$ cat config.mk
export PLATFORM = sky130hd
export DESIGN_NAME = spi_par_master_arbiter
export DESIGN_NICKNAME = d
export VERILOG_FILES = /design/src/rtl/spi_par_master_arbiter.sv
export SDC_FILE = /design/constraint.sdc
export NUM_CORES = 1
export LEC_CHECK = 0
export CAP_MARGIN = 20
export CORE_ASPECT_RATIO = 0.6
export CORE_UTILIZATION = 35
export CTS_CLUSTER_DIAMETER = 40
export DETAILED_ROUTE_END_ITERATION = 7
export HOLD_SLACK_MARGIN = 0.05
export PLACE_DENSITY = 0.76
export SETUP_SLACK_MARGIN = 0.15
export SLEW_MARGIN = 20
export SYNTH_ARGS = -nofsm -noshare
export SYNTH_HDL_FRONTEND = slang
export SYNTH_SLANG_ARGS = --single-unit
$ cat constraint.sdc
create_clock -name i_clk -period 1.75 [get_ports i_clk]
set_input_delay 0.35 -clock i_clk [delete_from_list [all_inputs] [get_ports i_clk]]
set_output_delay 0.35 -clock i_clk [all_outputs]
set_load 0.1 [all_outputs]
$ cat src/rtl/spi_par_master_arbiter.sv
// -----------------------------------------------------------------------------
// spi_par_master_arbiter
//
// Master-side sequencer for a parallel (NB_BITS-wide) CPOL=0/CPHA=0 SPI slave
// link. Two requesters share the link. A round-robin arbiter picks one of them,
// and then exactly one word is exchanged for that grant:
//   SETUP   : chip select up, SCLK low (slave loads its reply word)
//   SCLK_HI : SCLK high, MISO captured on the last cycle of the phase
//   SCLK_LO : SCLK low again (falling edge, slave captures MOSI)
//   GAP     : chip select down, done pulse on the last cycle of the phase
// Each non-idle phase lasts exactly SCLK_HALF system clocks.
//
// Parameters
//   NB_BITS    width of the MOSI/MISO words and of the requester data
//   SCLK_HALF  system clocks per phase, must be >= 2
//
// Ports
//   i_clk      system clock, rising edge
//   i_rst      synchronous active-high reset
//   i_req      per-requester level request, held until o_done
//   i_wdata0   word to send for requester 0
//   i_wdata1   word to send for requester 1
//   o_gnt      one-hot grant, held for the whole transaction
//   o_done     one-cycle pulse to the granted requester, o_rdata valid
//   o_rdata    last word captured from MISO
//   o_busy     high whenever the sequencer is not idle
//   o_cs       slave chip select, active-high
//   o_SCLK     serial clock, idle low
//   o_MOSI     word driven to the slave
//   i_MISO     word returned by the slave
// -----------------------------------------------------------------------------
module spi_par_master_arbiter #(
    parameter int NB_BITS   = 32,
    parameter int SCLK_HALF = 2
) (
    input  logic               i_clk,
    input  logic               i_rst,
    input  logic [1:0]         i_req,
    input  logic [NB_BITS-1:0] i_wdata0,
    input  logic [NB_BITS-1:0] i_wdata1,
    output logic [1:0]         o_gnt,
    output logic [1:0]         o_done,
    output logic [NB_BITS-1:0] o_rdata,
    output logic               o_busy,
    output logic               o_cs,
    output logic               o_SCLK,
    output logic [NB_BITS-1:0] o_MOSI,
    input  logic [NB_BITS-1:0] i_MISO
);

    // Phase counter runs SCLK_HALF-1 down to 0 in every non-idle state.
    localparam int CNT_W = (SCLK_HALF > 1) ? $clog2(SCLK_HALF) : 1;
    localparam logic [CNT_W-1:0] CNT_LAST = CNT_W'(SCLK_HALF - 1);
    localparam logic [CNT_W-1:0] CNT_ONE  = CNT_W'(1);
    localparam logic [CNT_W-1:0] CNT_ZERO = '0;

    typedef enum logic [2:0] {
        ST_IDLE,
        ST_SETUP,
        ST_SCLK_HI,
        ST_SCLK_LO,
        ST_GAP
    } state_t;

    state_t               state_q;
    logic [CNT_W-1:0]     cnt_q;
    logic                 prio_q;     // 1: requester 1 wins a tie
    logic [1:0]           gnt_q;
    logic [1:0]           done_q;
    logic [NB_BITS-1:0]   rdata_q;
    logic [NB_BITS-1:0]   mosi_q;
    logic                 cs_q;
    logic                 sclk_q;

    // Arbitration result, only acted upon while idle.
    logic [1:0]           win_gnt_d;
    logic [NB_BITS-1:0]   win_wdata_d;
    logic                 phase_last;

    assign phase_last = (cnt_q == CNT_ZERO);

    // Round robin: a lone request wins outright; on a tie the requester that
    // was not served last wins.
    always_comb begin
        win_gnt_d = 2'b00;
        case (i_req)
            2'b01:   win_gnt_d = 2'b01;
            2'b10:   win_gnt_d = 2'b10;
            2'b11:   win_gnt_d = prio_q ? 2'b10 : 2'b01;
            default: win_gnt_d = 2'b00;
        endcase
        win_wdata_d = win_gnt_d[1] ? i_wdata1 : i_wdata0;
    end

    always_ff @(posedge i_clk) begin
        if (i_rst) begin
            state_q <= ST_IDLE;
            cnt_q   <= CNT_ZERO;
            prio_q  <= 1'b0;
            gnt_q   <= 2'b00;
            done_q  <= 2'b00;
            rdata_q <= '0;
            mosi_q  <= '0;
            cs_q    <= 1'b0;
            sclk_q  <= 1'b0;
        end else begin
            done_q <= 2'b00;
            case (state_q)
                ST_IDLE: begin
                    if (win_gnt_d != 2'b00) begin
                        state_q <= ST_SETUP;
                        cnt_q   <= CNT_LAST;
                        gnt_q   <= win_gnt_d;
                        mosi_q  <= win_wdata_d;   // later wdata changes are ignored
                        cs_q    <= 1'b1;
                        // The other requester gets the next tie.
                        prio_q  <= ~win_gnt_d[1];
                    end
                end

                ST_SETUP: begin
                    if (phase_last) begin
                        state_q <= ST_SCLK_HI;
                        cnt_q   <= CNT_LAST;
                        sclk_q  <= 1'b1;
                    end else begin
                        cnt_q <= cnt_q - CNT_ONE;
                    end
                end

                ST_SCLK_HI: begin
                    if (phase_last) begin
                        state_q <= ST_SCLK_LO;
                        cnt_q   <= CNT_LAST;
                        sclk_q  <= 1'b0;
                        rdata_q <= i_MISO;
                    end else begin
                        cnt_q <= cnt_q - CNT_ONE;
                    end
                end

                ST_SCLK_LO: begin
                    if (phase_last) begin
                        state_q <= ST_GAP;
                        cnt_q   <= CNT_LAST;
                        cs_q    <= 1'b0;
                    end else begin
                        cnt_q <= cnt_q - CNT_ONE;
                    end
                end

                ST_GAP: begin
                    // done is registered, so it is launched one cycle early
                    // to be visible during the final GAP cycle.
                    if (cnt_q == CNT_ONE) begin
                        done_q <= gnt_q;
                    end
                    if (phase_last) begin
                        state_q <= ST_IDLE;
                        cnt_q   <= CNT_ZERO;
                        gnt_q   <= 2'b00;
                    end else begin
                        cnt_q <= cnt_q - CNT_ONE;
                    end
                end

                default: begin
                    state_q <= ST_IDLE;
                    cnt_q   <= CNT_ZERO;
                    gnt_q   <= 2'b00;
                    cs_q    <= 1'b0;
                    sclk_q  <= 1'b0;
                end
            endcase
        end
    end

    assign o_gnt   = gnt_q;
    assign o_done  = done_q;
    assign o_rdata = rdata_q;
    assign o_busy  = (state_q != ST_IDLE);
    assign o_cs    = cs_q;
    assign o_SCLK  = sclk_q;
    assign o_MOSI  = mosi_q;

endmodule

==> run summary <==
The run finished with clean final reports. In this run the number of H-tree levels came out at 3. Detailed placement HPWL: 7250 um. The slew at the pin with the worst max-slew slack was 0.421 ns.

Setup repair after global routing could not meet its margin everywhere. The total number of clock tree sinks was 75. The synthesis-to-layout area growth was 95.2%. The clock tree buffer depth was 2; the Yosys warning count was 0. The run gives 0 as the number of antenna violations at the first check in global routing. The detailed router finished its first iteration with 217 violations. In the final layout, the share of cells above drive strength 1 is 20.8%.

Across all register-to-register paths, the minimum setup slack is 0.07 ns. The path class of the tightest hold or removal check is reg2reg. The worst setup path is captured at a register. Traced cell by cell, the critical path runs through clkdlybuf4s50_1, nor2_1, or3_4, buf_12, a222oi_1. The total number of cells along the worst setup path works out to 5. Summed over its instances, the top area cell type makes up 47.8% of the synthesized netlist area.

The run gives 643 as the number of fillers in the final layout. TritonCTS built the clock tree. The most instantiated flip-flop cell in the synthesis netlist is sky130_fd_sc_hd__dfxtp_1.

The run gives 648 as the final layout net count. For the total inserted antenna cells, the log shows 0. The number of buffers added for setup after CTS was 0. The number of cells on the worst hold path is 2. The mean number of vias per cell is 4.90. Along the worst path, the maximum fanout reaches 8. For the final standard cell utilization of the core, the log shows 71.3%.

The number of maximum-capacitance constraint violations is 0, and the final-report setup violation count is 0. Measured along the y axis, the die boundary spans 75.3 um. The most instantiated library cell after synthesis is sky130_fd_sc_hd__dfxtp_1. Of the available clock period, the critical path in the final layout requires 96.7%.

By count the netlist is led by sky130_fd_sc_hd__dfxtp_1 (75), sky130_fd_sc_hd__nand2_1 (68), sky130_fd_sc_hd__inv_1 (63). The critical path contains buffers and inverters numbering 2 combined. Of all cell types, the one taking the most synthesized area is sky130_fd_sc_hd__dfxtp_1. The clock root buffer master was sky130_fd_sc_hd__clkbuf_16. The worst setup path is launched from a primary input.

The via count of the first global-routing pass was 3038; the proportion of synthesized flip-flops having asynchronous set or reset was 0%. Count of different cell masters after synthesis: 38. In the final layout, flip-flops and latches occupy 1500 sq um.

After floorplanning, the core was sized to cover 8590 sq um. The number of pins exceeding their max-slew limit in the final report is 0, and the first-pass GRT wire length is 15000 um. For this run the aggregate overflow at the end of global routing stands at 0. The number of enable flip-flop cells after synthesis is 0, and the area of the multi-input gates is 1250 sq um. The logs give 9 for the CTS buffer count and 45 for the largest net degree at the start of global routing. After clock tree synthesis, the clock-pin slew on the worst setup and hold paths is 0.05 ns. The tools report the effective utilization at floorplan as 36.5%. In this run, synthesis produced a sequential element count of 75. Power spread over the standard cell area amounts to 1430 nW/um^2. The floorplan step defined a die boundary enclosing 9360 sq um.

For this run, design rule violations remaining after detail routing come to 0. The clock arrives with 0.00752 ns of skew. Yosys attributes the largest share of cell area to sky130_fd_sc_hd__dfxtp_1 (48%), sky130_fd_sc_hd__a222oi_1 (9.9%), sky130_fd_sc_hd__nand2_1 (8.1%).

Static timing analysis puts the maximum clock frequency at 591 MHz. The tools report the hold violation count in the final report as 0. For this design, the slowest cell found on the critical path is sky130_fd_sc_hd__clkdlybuf4s50_1. The congestion estimate from routability-driven global placement came to 0.791.

The run gives 26 as the floorplan row count. The classification of the worst setup path was in2reg. Number of iterations in the first detailed-routing pass: 5.

The post-detailed-route count of antenna-violating nets was 0. Port buffering added 170 buffers. In this design, the largest share of critical-path delay is due to buffers and inverters.

For the worst setup path, the data required time is 1.95 ns. 171 I/O pins were placed. The normalized max-slew margin was 71.2%; the number of cell instances on the worst register-to-register path was 5. The tools report the accumulated negative setup slack as 0 ns. The clock reaches the later pin of the worst-skew pair after 0.32 ns. When the netlist entered floorplanning its net count stood at 478.

The final layout contains routed wiring with a total length of 9930 um. The tools report the peak ir drop on the vdd network as 0.000816 V. For the worst setup path, the data arrival time is 1.89 ns.

Final critical-path required period: 1.69 ns. The cell area that synthesis handed to floorplanning was 3140 sq um. The mean instance size in the synthesized netlist came out at 8.30 sq um.

With fillers left out, the area of the finished cells amounts to 6130 sq um. The run gives 47.8% as the portion of the post-synthesis area used by sequential elements. After detailed routing, the average wire length per cell comes to 14.9 um.

The post-placement cell area is 5750 sq um. The total number of vias was 3256; the delay of the slowest critical-path stage was 0.56 ns. In this run the static leakage power is 2.56 nW.

The die is 124 um wide. After technology mapping, the gate count stands at 378. The combined global-route utilization of all metal layers was 20.3%.
[through the flow]
step,std cells,hold WS (ns),power [mW],setup slack [ns]
after floorplan,378,0.486,4.95,-0.0784
after global placement,647,0.479,6.69,-0.153
after detailed placement,647,0.485,6.77,-0.309
after CTS,663,0.439,8.76,0.0474
after global routing,665,0.504,9.04,0.0125
final,665,0.490,8.74,0.0569
[final timing paths]
path	startpoint	to
setup / recovery	i_req[1]	o_MOSI[18]$_SDFFE_PP0P_
hold / removal	o_rdata[8]$_SDFFE_PP0P_	o_rdata[8]$_SDFFE_PP0P_
setup reg to reg	state_q[2]$_SDFFE_PP0P_	o_MOSI[18]$_SDFFE_PP0P_
hold reg to reg	o_rdata[8]$_SDFFE_PP0P_	o_rdata[8]$_SDFFE_PP0P_
[kinds of logic (layout without fill, tap and decap cells)]
group	Yosys count	after routing	share of synthesized area [%]
buf+inv	97	272	12.8
xor+xnor	1	1	0.279
simple gates	128	128	20.4
flops	75	75	47.8
compound gates	77	77	18.6
[area by class of cell]
class | count | area share, %
inverters | 65 | 4.06
multi-input cells | 206 | 20.4
repair buffers | 191 | 43.5
clock buffers | 12 | 4.02
well taps | 112 | 2.29
clock inverters | 4 | 1.21
flip-flops and latches | 75 | 24.5
[worst reg2reg max path: stages, from the launching register on]
cell                       delay [ns]
sky130_fd_sc_hd__dfxtp_2         0.33
sky130_fd_sc_hd__nor3_4          0.25
sky130_fd_sc_hd__inv_6           0.06
sky130_fd_sc_hd__or3_4           0.43
sky130_fd_sc_hd__buf_12          0.16
sky130_fd_sc_hd__a222oi_1        0.33
[per-layer routing]
layer,global-route usage [%],share of wire [%],up-vias
li1,-,-,1598
met1,25.9,44,1523
met2,34.4,48,123
met3,5.06,6.2,12
met4,6.83,1.4,0
met5,0,0,-
[registers in the layout, indices dropped and copies added (netlist names)]
signal   cells
o_MOSI      32
o_rdata     32
state_q      3
o_done       2
o_gnt        2
cnt_q        1
o_SCLK       1
o_cs         1
prio_q       1
[report_power, final]
part           switching (mW)  internal (mW)  leakage [nW]
Combinational            2.74           1.70          1.79
Clock                   0.670           1.29         0.157
Sequential              0.328           2.01         0.617
Total                    3.74           5.00          2.56
[repair_timing]
action                                  CTS  global route
resized for setup                         1             2
pin swaps                                 3             4
endpoints found under the hold margin     0             0
endpoints found under the setup margin   30            46
gates cloned                              0             2
hold buffers                              0             0
[layout by cell type (no fill, tap or decap), types with 2 or more instances in the layout]
cell type / Yosys / layout
sky130_fd_sc_hd__a21oi_1: 34 / 34
sky130_fd_sc_hd__a222oi_1: 31 / 31
sky130_fd_sc_hd__and2_1: 2 / 2
sky130_fd_sc_hd__and3_1: 2 / 2
sky130_fd_sc_hd__and4b_1: 2 / 2
sky130_fd_sc_hd__buf_12: 0 / 76
sky130_fd_sc_hd__buf_4: 0 / 14
sky130_fd_sc_hd__bufinv_16: 0 / 2
sky130_fd_sc_hd__clkbuf_1: 25 / 2
sky130_fd_sc_hd__clkbuf_16: 0 / 11
sky130_fd_sc_hd__clkdlybuf4s50_1: 0 / 98
sky130_fd_sc_hd__dfxtp_1: 75 / 74
sky130_fd_sc_hd__inv_1: 63 / 63
sky130_fd_sc_hd__nand2_1: 68 / 68
sky130_fd_sc_hd__nand2b_1: 33 / 33
sky130_fd_sc_hd__nand3_1: 3 / 3
sky130_fd_sc_hd__nor2_1: 6 / 6
sky130_fd_sc_hd__nor3_1: 3 / 3
(Power assumes the default switching activity.)
